File: config.mk
export PLATFORM = sky130hd
export DESIGN_NAME = alu_requester
export DESIGN_NICKNAME = d
export VERILOG_FILES = /design/src/rtl/alu_requester.sv
export SDC_FILE = /design/constraint.sdc
export NUM_CORES = 1
export LEC_CHECK = 0
export ABC_AREA = 1
export ABC_CLOCK_PERIOD_IN_PS = 2000
export BUFFER_PORTS_ARGS = -buffer_cell sky130_fd_sc_hd__buf_2
export CAP_MARGIN = 10
export CORE_UTILIZATION = 24
export CTS_BUF_LIST = sky130_fd_sc_hd__clkbuf_8
export CTS_CLUSTER_SIZE = 16
export DETAILED_ROUTE_END_ITERATION = 6
export RECOVER_POWER = 100
export SYNTH_ARGS = -nofsm -noshare
export SYNTH_HDL_FRONTEND = slang
export SYNTH_SLANG_ARGS = --single-unit
File: constraint.sdc
create_clock -name clk -period 2 [get_ports clk]
set_clock_uncertainty 0.05 [all_clocks]
set_input_delay 0.4 -clock clk [delete_from_list [all_inputs] [get_ports clk]]
set_output_delay 0.4 -clock clk [all_outputs]
set_load 0.02 [all_outputs]
File: src/rtl/alu_requester.sv
// rtl/alu_requester.sv - command FIFO feeding an arithmetic FSM with timeout and registered response
//
// Purpose: queues add/subtract commands. It issues them one at a time to an
// external arithmetic FSM using a ready/valid request. If the FSM does not answer
// within TIMEOUT cycles, the block returns an error response. Responses are held
// in a single output register until the consumer accepts them.
//
// Ports:
//   clk, reset                  rising-edge clock, asynchronous active-low reset
//   cmd_valid/cmd_ready         command handshake; cmd_add_sub, cmd_a, cmd_b payload
//   alu_ready                   request to arithmetic FSM (high only while issuing)
//   alu_add_sub, alu_a, alu_b   operands held stable while alu_ready is high
//   alu_valid, alu_res          result from arithmetic FSM (ignored unless issuing)
//   rsp_valid/rsp_ready         response handshake; rsp_data, rsp_err payload
//   count                       command FIFO occupancy
module alu_requester #(
    parameter int WIDTH   = 4,
    parameter int DEPTH   = 4,
    parameter int TIMEOUT = 8
) (
    input  logic                     clk,
    input  logic                     reset,
    input  logic                     cmd_valid,
    output logic                     cmd_ready,
    input  logic                     cmd_add_sub,
    input  logic [WIDTH-1:0]         cmd_a,
    input  logic [WIDTH-1:0]         cmd_b,
    output logic                     alu_ready,
    output logic                     alu_add_sub,
    output logic [WIDTH-1:0]         alu_a,
    output logic [WIDTH-1:0]         alu_b,
    input  logic [WIDTH-1:0]         alu_res,
    input  logic                     alu_valid,
    output logic                     rsp_valid,
    input  logic                     rsp_ready,
    output logic [WIDTH-1:0]         rsp_data,
    output logic                     rsp_err,
    output logic [$clog2(DEPTH):0]   count
);

    localparam int AW = $clog2(DEPTH);
    localparam int CW = AW + 1;
    localparam int TW = $clog2(TIMEOUT) + 1;

    typedef enum logic [1:0] {IDLE, ISSUE, DONE} state_t;

    state_t              state;
    state_t              state_nxt;
    logic [2*WIDTH:0]    mem [DEPTH];
    logic [AW-1:0]       wr_ptr;
    logic [AW-1:0]       rd_ptr;
    logic [TW-1:0]       timer;
    logic [WIDTH-1:0]    res_q;
    logic                err_q;
    logic                push;
    logic                pop;
    logic                timed_out;
    logic                rsp_load;

    // The full flag comes straight from count: a command offered while full
    // waits, even if a pop happens on the same edge.
    assign cmd_ready = (count < CW'(DEPTH));
    assign push      = cmd_valid && cmd_ready;
    assign pop       = (state == IDLE) && (count != '0);
    assign timed_out = (timer == TW'(TIMEOUT - 1));
    // The output register can take a new result when it is empty or is being drained this cycle.
    assign rsp_load  = (state == DONE) && (!rsp_valid || rsp_ready);
    assign alu_ready = (state == ISSUE);

    always_comb begin
        state_nxt = state;
        case (state)
            IDLE:    if (count != '0) state_nxt = ISSUE;
            ISSUE:   if (alu_valid || timed_out) state_nxt = DONE;
            DONE:    if (rsp_load) state_nxt = IDLE;
            default: state_nxt = IDLE;
        endcase
    end

    always_ff @(posedge clk or negedge reset) begin
        if (!reset) begin
            state <= IDLE;
        end else begin
            state <= state_nxt;
        end
    end

    // Storage needs no reset; only entries between rd_ptr and wr_ptr are ever read.
    always_ff @(posedge clk) begin
        if (push) begin
            mem[wr_ptr] <= {cmd_add_sub, cmd_a, cmd_b};
        end
    end

    always_ff @(posedge clk or negedge reset) begin
        if (!reset) begin
            wr_ptr <= '0;
            rd_ptr <= '0;
            count  <= '0;
        end else begin
            if (push) wr_ptr <= wr_ptr + 1'b1;
            if (pop)  rd_ptr <= rd_ptr + 1'b1;
            case ({push, pop})
                2'b10:   count <= count + 1'b1;
                2'b01:   count <= count - 1'b1;
                default: count <= count;
            endcase
        end
    end

    // Issue registers and result capture. alu_valid wins over the timeout on the same edge.
    always_ff @(posedge clk or negedge reset) begin
        if (!reset) begin
            alu_add_sub <= 1'b0;
            alu_a       <= '0;
            alu_b       <= '0;
            timer       <= '0;
            res_q       <= '0;
            err_q       <= 1'b0;
        end else if (pop) begin
            {alu_add_sub, alu_a, alu_b} <= mem[rd_ptr];
            timer                       <= '0;
        end else if (state == ISSUE) begin
            if (alu_valid) begin
                res_q <= alu_res;
                err_q <= 1'b0;
            end else if (timed_out) begin
                res_q <= '0;
                err_q <= 1'b1;
            end else begin
                timer <= timer + 1'b1;
            end
        end
    end

    always_ff @(posedge clk or negedge reset) begin
        if (!reset) begin
            rsp_valid <= 1'b0;
            rsp_data  <= '0;
            rsp_err   <= 1'b0;
        end else if (rsp_load) begin
            rsp_valid <= 1'b1;
            rsp_data  <= res_q;
            rsp_err   <= err_q;
        end else if (rsp_ready) begin
            rsp_valid <= 1'b0;
        end
    end

endmodule

==> results.ini <==
[min_path]
hp-class = in -> reg

[routing]
drt_first_iter_violations = 117
wl_met2_microns = 2998
final_antenna_net_count = 0
vias = 2024
drt_wl_total_microns = 6021
met3_length_microns = 233
wl_met1_microns = 2701
routedWlPerCell_microns = 12.60
via_per_inst = 4.234
dr.pass1.iters = 4
top_layer = met4
drc = 0

[critical_path]
path_class = reg -> reg
critPathArrivalTime_ps = 2100
endpoint_kind = flip-flop
cp_max_fo = 3
start_kind = flip-flop
required_ps = 2220

[outcome]
status = complete, no violations

[sta]
report.final.slew_viol_count = 0
setup_viol = 0
hold_viol_final = 0
fmax_ghz = 0.5331
period_needed_ps = 1876
fin_crit_sh = 0.9379
worst_slew_pin_slew_ps = 1145
setup-tns-final_ps = 0
rsz0062_at_grt = no
relSlewSlack = 0.2368

[cts]
cts_tree = done
ctsLongestPathBuffers = 2
postCtsSetupBuffers = 0
cts-root-buf = clkbuf_8
cts.reportedPaths.clkPinSlew_ps = 80
h-tree-depth = 3
cts_sinks = 69
numCtsBuffers = 9
insertion_delay_ps = 350

[global_routing]
grt-ovfl-total = 0
grt_pass1_wl_microns = 9894
grt_max_degree = 21
antenna_found_initial = 0
track_usage = 0.1030
grt_pass1_vias = 1991

[placement]
io_buffer_count = 37
hpwl_microns = 4199
placed_area_sq_um = 3299
place_congestion = 0.7222

[synth]
syn-cell-area_sq_um = 2938
yosysUniqueCellTypes = 24
seq_area_frac_synth = 0.6491
syn_avg_cell_area_sq_um = 10.72
ys_warn_count = 0
synth_cells = 274
syn_nets = 299
synth-seq-cells = 69

[floorplanning]
rows = 40
die_w_microns = 112.6
start_util = 0.2456
io_pins = 38
die-area_sq_um = 12690
die_h_microns = 112.6
coreArea_sq_um = 11960

[power]
leakagePower_nw = 1.575
ir_worst_vdd_mv = 0.6835
power_density_nw_per_um2 = 1556

[flow_run]
cap_viol_max_count = 0

[cells_and_area]
drive_gt1_frac = 0.2296
layout.nets = 351
area_growth_pct = 19.29
postLayoutCellArea_sq_um = 3505
num_antenna_cells = 0
final_util = 0.2930

repair_timing:
item	in CTS	in global routing
setup endpoints to repair	0	1
hold buffers	1	0
endpoints found under the hold margin	18	0
resized for setup	0	1
per-stage QoR:
stage / worst slack, ps / hold slack (ps) / total power [mW] / instances
2_1_floorplan: 18.19 / 54.41 / 3.735 / 274
3_3_place_gp: 163.0 / 338.8 / 4.199 / 461
3_5_place_dp: 59.09 / 351.6 / 4.272 / 461
4_1_cts: 44.43 / 184.2 / 5.561 / 478
5_1_grt: 0.1075 / 214.7 / 5.884 / 478
6_report: 124.2 / 191.3 / 5.455 / 478
logic make-up after synthesis:
group                    Yosys count  synth area share
AND/OR/NAND/NOR                  139            0.1997
adder cells (fa/ha/maj)            7           0.03237
flip-flops                        69            0.6491
AO/OA/AOI/OAI                     25           0.04259
XOR/XNOR                           5           0.01491
buffers and inverters             29           0.06133
cells in the final DEF (no fill, tap or decap), types with 2 or more instances in the layout:
cell type | synthesis | layout
clkinv_4 | 0 | 2
inv_2 | 5 | 5
o21ai_1 | 10 | 9
clkbuf_1 | 0 | 13
inv_6 | 1 | 2
nor2_1 | 15 | 15
dfrtp_2 | 0 | 3
edfxtp_1 | 36 | 36
dfrtp_1 | 33 | 30
inv_1 | 15 | 14
clkbuf_8 | 0 | 9
bufinv_16 | 0 | 2
xor2_1 | 4 | 4
buf_4 | 1 | 6
nand2_1 | 92 | 92
clkbuf_2 | 0 | 2
nor2_2 | 2 | 2
o21ai_0 | 12 | 13
nand2_2 | 11 | 11
nand3_1 | 16 | 16
ha_1 | 6 | 6
buf_2 | 0 | 27
a21oi_1 | 3 | 3
state kept, by name, summed over array words and instances (netlist names):
name and count:
alu_b 4, rsp_err 1, err_q 1, res_q 4, mem 36, rsp_valid 1, wr_ptr 2, alu_add_sub 1
count 3, alu_a 4, timer 4, rd_ptr 2, state 2, rsp_data 4
area by class of cell:
cell class	count	area (sq um)
Clock buffer	9	123.9
Fill cell	1243	8457
Multi-Input combinational cell	176	853.3
Clock inverter	7	97.59
Tap cell	147	183.9
Sequential cell	69	1911
Timing Repair Buffer	49	249.0
Inverter	21	86.33
metal layers:
| layer | vias up | track usage |
|---|---|---|
| met5 | - | 0 |
| met4 | 0 | 0.04267 |
| met3 | 9 | 0.03186 |
| met2 | 32 | 0.1691 |
| met1 | 992 | 0.1255 |
| li1 | 991 | - |
synthesized netlist by cell type:
cell type | instances | area share
a21oi_1 | 3 | 0.0051
xnor2_1 | 1 | 0.0030
inv_2 | 5 | 0.0064
o21ai_1 | 10 | 0.017
nor2_1 | 15 | 0.019
buf_12 | 1 | 0.0068
nand3_1 | 16 | 0.027
nor2_4 | 1 | 0.0038
dlymetal6s2s_1 | 1 | 0.0043
buf_4 | 1 | 0.0026
dfrtp_1 | 33 | 0.28
nand4_1 | 1 | 0.0021
inv_1 | 15 | 0.019
nand2_1 | 92 | 0.12
fa_1 | 1 | 0.0068
nor2_2 | 2 | 0.0043
edfxtp_1 | 36 | 0.37
inv_6 | 1 | 0.0030
xor2_1 | 4 | 0.012
buf_6 | 5 | 0.019
o21ai_0 | 12 | 0.020
nand2_2 | 11 | 0.023
ha_1 | 6 | 0.026
or2_2 | 1 | 0.0021
path summary, 6_finish.rpt:
check / startpoint / slack (ps) / to / depth (start not counted)
hold / removal: alu_res[1] / 190 / res_q[1] / 3
min in group asynchronous: reset / 740 / timer[1] / 2
setup / recovery: state[1] / 120 / count[2] / 9
hold reg to reg: rsp_data[2] / 420 / rsp_data[2] / 2
max in group asynchronous: reset / 320 / rsp_err / 3
setup reg to reg: state[1] / 120 / count[2] / 9
report_power, final:
part	internal [mW]	total, mW	switching [mW]
Combinational	0.670	2.01	1.34
Sequential	1.91	2.18	0.262
Clock	0.706	1.27	0.566
Total	3.29	5.45	2.17
worst max-delay path, cell delays in order, from the launching register on:
cell and delay (ps):
dfrtp_1 390, nor2_1 140, nand2_2 70, inv_2 60
ha_1 130, inv_1 80, fa_2 350, or2_2 300
nand2_1 80, xor2_1 140
No activity file was read; power rests on OpenSTA's default activity.
